`config.mk`:
```
export PLATFORM = sky130hd
export DESIGN_NAME = seq_gen
export DESIGN_NICKNAME = d
export VERILOG_FILES = /design/src/rtl/seq_gen.sv
export SDC_FILE = /design/constraint.sdc
export NUM_CORES = 1
export LEC_CHECK = 0
export CORE_ASPECT_RATIO = 1.25
export CORE_MARGIN = 1
export CORE_UTILIZATION = 52
export CTS_BUF_LIST = sky130_fd_sc_hd__clkbuf_8
export CTS_CLUSTER_DIAMETER = 80
export CTS_CLUSTER_SIZE = 14
export DETAILED_ROUTE_END_ITERATION = 6
export PLACE_DENSITY = 0.89
export SLEW_MARGIN = 5
export SYNTH_ARGS = -nofsm -noshare
export SYNTH_HDL_FRONTEND = slang
export SYNTH_SLANG_ARGS = --single-unit
```
`constraint.sdc`:
```
create_clock -name clk -period 2.63 [get_ports clk]
set_input_delay 0.3945 -clock clk [delete_from_list [all_inputs] [get_ports clk]]
set_output_delay 0.3945 -clock clk [all_outputs]
set_load 0.02 [all_outputs]
```
`src/rtl/seq_gen.sv`:
```
// -----------------------------------------------------------------------------
// seq_gen -- serial pattern generator
//
// Captures a pattern of (len+1) bits on start and shifts it out MSB-first
// (bit len down to bit 0), one bit per clock, repeating it (reps+1) times.
// The serial output and its valid flag are registered. A one-cycle done
// pulse marks normal completion. abort cancels a transmission without a
// done pulse.
//
// Optional feature macro: SEQ_GEN_GAP_EN
//   When defined, a GAP state inserts one idle-looking cycle (out=0,
//   out_valid=0, busy=1) between consecutive repetitions. When undefined,
//   repetitions are sent back to back.
//
// Parameters:
//   WIDTH      maximum pattern length in bits (2..32)
//
// Ports:
//   clk        input   clock, rising-edge active
//   rst_n      input   asynchronous active-low reset
//   start      input   begin a transmission (sampled only in IDLE)
//   abort      input   synchronous cancel of a transmission in progress
//   pattern    input   [WIDTH-1:0] bits to transmit
//   len        input   [$clog2(WIDTH)-1:0] pattern length minus one
//   reps       input   [3:0] repetition count minus one
//   out        output  registered serial bit
//   out_valid  output  high while out carries a pattern bit
//   busy       output  high whenever the FSM is not IDLE
//   done       output  one-cycle pulse on normal completion
// -----------------------------------------------------------------------------
module seq_gen #(
    parameter int WIDTH = 8
) (
    input  logic                       clk,
    input  logic                       rst_n,
    input  logic                       start,
    input  logic                       abort,
    input  logic [WIDTH-1:0]           pattern,
    input  logic [$clog2(WIDTH)-1:0]   len,
    input  logic [3:0]                 reps,
    output logic                       out,
    output logic                       out_valid,
    output logic                       busy,
    output logic                       done
);

    localparam int LW = $clog2(WIDTH);
    localparam logic [LW-1:0] IDX_ZERO = LW'(0);
    localparam logic [LW-1:0] IDX_ONE  = LW'(1);

`ifdef SEQ_GEN_GAP_EN
    typedef enum logic [1:0] {
        ST_IDLE  = 2'd0,
        ST_SHIFT = 2'd1,
        ST_GAP   = 2'd2
    } state_t;
`else
    typedef enum logic [1:0] {
        ST_IDLE  = 2'd0,
        ST_SHIFT = 2'd1
    } state_t;
`endif

    state_t            state_q, state_d;
    logic [WIDTH-1:0]  pat_q,   pat_d;
    logic [LW-1:0]     len_q,   len_d;
    logic [3:0]        rep_q,   rep_d;
    logic [LW-1:0]     idx_q,   idx_d;
    logic              out_q,   out_d;
    logic              valid_q, valid_d;
    logic              done_q,  done_d;
    logic [LW-1:0]     idx_m1_s;

    // Next lower bit position while walking through the captured pattern.
    assign idx_m1_s = idx_q - IDX_ONE;

    // State, captured operands, counters and registered outputs.
    always_ff @(posedge clk or negedge rst_n) begin
        if (!rst_n) begin
            state_q <= ST_IDLE;
            pat_q   <= {WIDTH{1'b0}};
            len_q   <= IDX_ZERO;
            rep_q   <= 4'd0;
            idx_q   <= IDX_ZERO;
            out_q   <= 1'b0;
            valid_q <= 1'b0;
            done_q  <= 1'b0;
        end else begin
            state_q <= state_d;
            pat_q   <= pat_d;
            len_q   <= len_d;
            rep_q   <= rep_d;
            idx_q   <= idx_d;
            out_q   <= out_d;
            valid_q <= valid_d;
            done_q  <= done_d;
        end
    end

    // Next-state logic; abort wins over every bit/repetition advance.
    always_comb begin
        state_d = state_q;
        case (state_q)
            ST_IDLE: begin
                if (start) begin
                    state_d = ST_SHIFT;
                end else begin
                    state_d = ST_IDLE;
                end
            end
            ST_SHIFT: begin
                if (abort) begin
                    state_d = ST_IDLE;
                end else if (idx_q != IDX_ZERO) begin
                    state_d = ST_SHIFT;
                end else if (rep_q != 4'd0) begin
`ifdef SEQ_GEN_GAP_EN
                    state_d = ST_GAP;
`else
                    state_d = ST_SHIFT;
`endif
                end else begin
                    state_d = ST_IDLE;
                end
            end
`ifdef SEQ_GEN_GAP_EN
            ST_GAP: begin
                if (abort) begin
                    state_d = ST_IDLE;
                end else begin
                    state_d = ST_SHIFT;
                end
            end
`endif
            default: begin
                state_d = ST_IDLE;
            end
        endcase
    end

    // Datapath and output next values; out/out_valid/done default low so
    // out is zero whenever it is not carrying a pattern bit.
    always_comb begin
        pat_d   = pat_q;
        len_d   = len_q;
        rep_d   = rep_q;
        idx_d   = idx_q;
        out_d   = 1'b0;
        valid_d = 1'b0;
        done_d  = 1'b0;
        case (state_q)
            ST_IDLE: begin
                if (start) begin
                    pat_d   = pattern;
                    len_d   = len;
                    rep_d   = reps;
                    idx_d   = len;
                    out_d   = pattern[len];
                    valid_d = 1'b1;
                end else begin
                    valid_d = 1'b0;
                end
            end
            ST_SHIFT: begin
                if (abort) begin
                    valid_d = 1'b0;
                end else if (idx_q != IDX_ZERO) begin
                    idx_d   = idx_m1_s;
                    out_d   = pat_q[idx_m1_s];
                    valid_d = 1'b1;
                end else if (rep_q != 4'd0) begin
                    rep_d = rep_q - 4'd1;
`ifdef SEQ_GEN_GAP_EN
                    // The restart happens on leaving GAP.
                    valid_d = 1'b0;
`else
                    idx_d   = len_q;
                    out_d   = pat_q[len_q];
                    valid_d = 1'b1;
`endif
                end else begin
                    done_d = 1'b1;
                end
            end
`ifdef SEQ_GEN_GAP_EN
            ST_GAP: begin
                if (abort) begin
                    valid_d = 1'b0;
                end else begin
                    idx_d   = len_q;
                    out_d   = pat_q[len_q];
                    valid_d = 1'b1;
                end
            end
`endif
            default: begin
                valid_d = 1'b0;
            end
        endcase
    end

    assign out       = out_q;
    assign out_valid = valid_q;
    assign done      = done_q;
    assign busy      = (state_q != ST_IDLE);

endmodule

```
After elaboration in Yosys (flattened, before gate mapping)
Cells that the tools add are included.
Operators by class
  multiplexer cells: 35
  reduce and logical (&&, ||, !) cells: 8
  $add $sub $neg: 2
  equal/unequal tests: 6
  magnitude comparators: 3
Operators with widths (number)
  $mux 1: 19
  $mux 4: 4
  $lt 3x4->1 const B: 3
  $mux 3: 4
  $bmux 1 s3: 3
  $ne 2x2->1 const B: 4
  $pmux 4 s2: 1
  $pmux 3 s2: 1
  $reduce_and 5->1: 1
  $pmux 1 s2: 2
  $pmux 2 s2: 1
  $reduce_and 4->1: 1
  $reduce_bool 2->1: 2
  $reduce_bool 4->1: 1
  $sub 4x1->4 const B: 1
  $ne 3x3->1 const B: 1
  $reduce_bool 3->1: 1
  $sub 3x1->3 const B: 1
  $eq 2x1->1 const B: 1
  $logic_not 2->1: 1
  $reduce_and 2->1: 1
Word-level totals
  input bits: 19
  bits in registers: 23
  logic and storage cells: 62

Longest topological paths before layout
  depth after elaboration: 6
  gate-level depth with buffers: 8
  gate-level depth less buffers: 7

Worst setup path before layout
OpenSTA, ideal clock, no wires.
  path type: flip-flop to flip-flop
  start point: register idx_q[0]
  end point: register out_q (netlist: out)
  cell stages (with the launch flop): 6
  required time: 2.490 ns
  library setup time: 0.140 ns
  arrival: 1.616 ns
  path slack: 0.874 ns
  path through: dfrtp_1 -> inv_1 -> ha_1 -> mux4_1 -> a211oi_1 -> o32ai_1
Between the ends
  word-level cells in the longest chain between the ends: 6
  elaborated cells on any way between the ends: 7
RTL lines
  start: declaration: line 68  | logic [LW-1:0] idx_q, idx_d;
  start signal: assignment: line 93  | idx_q <= idx_d;
  $sub 3x1->3: line 75  | assign idx_m1_s = idx_q - IDX_ONE;
  $bmux 1 s3: line 169  | out_d = pat_q[idx_m1_s];
  $mux 1 (not written as such): line 169
  $mux 1 (*): line 167  | end else if (idx_q != IDX_ZERO) begin
  $mux 1 (*): line 165  | if (abort) begin
  $pmux 1 s2 (*): line 151  | case (state_q)
  via out_d: line 69  | logic out_q, out_d;
  end signal: assignment: line 94  | out_q <= out_d;
  end: declaration: line 69
The timed path passes the listed nets; every way through them passes the cells marked *. The select of a mux whose other input is x is not followed.
A chain may end at the register's enable or synchronous reset.

==> metrics <==
cts bufs inserted=3; share of the synthesized area in the top cell type=44.0%; Leak=0.682 nW; unrepaired setup endpoints after global routing=false; M1 GR Usage=29.9%; top-count cell post-synth=nand2_1; area of the die=2490 µm²; cts repair resizes=0; Post-synth ARST share=100%; setup TNS=0 ns; syn_nets=146; Reg clk slew, reported paths=0.08 ns; GRT busiest layer=met2; Cell Rows=19; post-DR vias/cell=5.60; dpl hpwl=1.95 mm; DRC Markers=0; xor and xnor area share after synthesis=0%; global-route wire length before repair=4.56 mm; input/output buffers=22; Power Density=791 nW/µm²; sequential element share of the synthesized area=44.0%; adder and majority cell fraction of the synthesized area=4.19%; Final min period=1.91 ns; fill cell count=187; skew final=0.00474 ns; startpoint types=flop; Via Count=991; Die Y=55.6 µm; final hold violations=0; Routed Antenna Nets=0; remaining global-route overflow=0; GR Layer Usage met3=3.59%; combinational family with the most area after synthesis=simple AND/OR/NAND/NOR gates; Post-CTS Setup Repair Bufs=0; Total Power=0.00118 W; FMAX=0.522 GHz; max-slew violations=0; final worst-path cycle share=72.8%; Synth Instances=123; crit path kind=reg2out; largest net degree at the start of global routing=22; TritonCTS clock tree=built; Synth cell types=30; met2 Use GR=44.1%; Synth Flop Type=dfrtp_1; setup violators final=0; syn_area_per_cell=9.70 µm²; area delta synth->final=24.9%; area of the multi-input gates=616 µm²; ANT cells=0; area of the mapped netlist=1190 µm²; hold buffer count at cts=0; status=complete, no violations; Worst setup EP type=output pin; Layout Nets=170; root buffer cell=clkbuf_8; worst-margin pin slew=0.532 ns; fraction of layout instances using a drive strength above 1=9.59%; wire per inst=14.6 µm; Boundary Pins=23; First DRT Iteration DRCs=25; Post-Synth Simple-Gate Area=21.9%; Slew HR=64.5%; initial antenna violation count=0; top post-synthesis cells by area=dfrtp_1 44%, nand2_1 12%, mux4_2 7.5%; CP Data Required Time=2.24 ns; GR Util All Layers=25.1%; mux contribution to synthesized area=16.6%; via count of the first global-routing pass=1028; area leader, netlist=dfrtp_1; compound-cell area share of the yosys netlist=8.91%; DIE WIDTH=44.9 µm; hold crit path type=in2async; warnings from Yosys=0; Clock Latency Late Sink=0.27 ns; Max FO, Critical Path=15; clk sinks=21; CTS Buffer Depth=2; core region area=2190 µm²; Layout Cells excl Fill=177; Max-cap violations=0; DRT Wirelength=2.58 mm; EDFF count, synth=0; dpl cells=173; crit path DAT=1.52 ns; Pre-antenna DRT Iters=4; Seq. cell area=526 µm²; GPL Wtd Cong=0.957; Seq cells post-synth=21; starting density of the core=54.6%; Worst VDD drop=460 µV; CTS H-tree lvls=1; most frequent cells after synthesis=37 x nand2_1, 21 x dfrtp_1, 7 x mux2i_1
[cell families after synthesis]
kind of cell / count (synthesis)
multiplexers: 13
AO/OA/AOI/OAI: 17
flip-flops: 21
buffers and inverters: 12
adder cells (fa/ha/maj): 4
AND/OR/NAND/NOR: 56
[where the power goes]
| group | total, W | internal [W] | switching (W) |
|---|---|---|---|
| Clock | 0.000216 | 0.000106 | 0.000110 |
| Combinational | 0.000461 | 0.000240 | 0.000221 |
| Sequential | 0.000503 | 0.000417 | 0.0000866 |
[final timing paths]
kind / depth (start not counted) / from / endpoint / slack [ns]
max: 2 / out_valid / busy / 0.72
min: 2 / rst_n / rep_q[3] / 0.47
max reg2reg: 6 / idx_q[0] / idx_q[0] / 0.72
min reg2reg: 2 / len_q[1] / len_q[1] / 0.52
max in group asynchronous: 2 / rst_n / idx_q[2] / 1.94
min in group clk: 2 / len_q[1] / len_q[1] / 0.52
[layer usage]
metal | up-vias | part of all wire, %
li1 | 471 | -
met2 | 36 | 55
met3 | 3 | 4.6
met1 | 481 | 39
met5 | - | 0
met4 | 0 | 1.2
[sequential cells by signal, summed over array words and instances (netlist names)]
name and cells:
done 1, idx_q 3, len_q 3, out 1
out_valid 1, pat_q 8, rep_q 4
[placed cells by master (no fill, tap or decap)]
master           count
nor3_1               1
ha_1                 4
mux4_2               4
o221a_2              1
o21ai_1              1
a31oi_1              1
mux4_1               1
o311ai_0             1
dfrtp_1             21
inv_1                6
a211oi_1             1
nand4b_1             1
clkdlybuf4s50_1     22
buf_4                3
o2111ai_1            1
or2_1                1
nand3b_1             1
nand2_1             37
nor3b_2              1
clkinv_2             1
mux2_2               1
clkbuf_8             3
nor4b_1              1
nand3_1              2
a21oi_1              6
o21ai_0              4
mux2i_1              7
nor2_1               2
nor2b_1              3
nand2b_1             6
o32ai_1              1
[per-stage QoR]
stage          hold slack (ns)  area [µm²]  worst slack, ns  utilization, %
6_report                 0.469        1490            0.715            68.2
5_1_grt                  0.498        1490            0.472            68.2
4_1_cts                  0.477        1490            0.687            68.2
3_5_place_dp             0.485        1450            0.615            66.1
3_3_place_gp             0.486        1450            0.647            66.1
2_1_floorplan           0.0989        1190            0.874               -
[worst max-delay path, cell delays in order, from the launching register on]
cell	delay, ns
dfrtp_1	0.41
buf_4	0.23
clkdlybuf4s50_1	0.63
[layout make-up]
type	instances	area share [%]
Clock buffer	3	2.77
Clock inverter	1	0.336
Inverter	6	1.51
Multi-Input combinational cell	90	41.3
Sequential cell	21	35.2
Tap cell	31	2.60
Timing Repair Buffer	25	16.3
(Power assumes the default switching activity.)
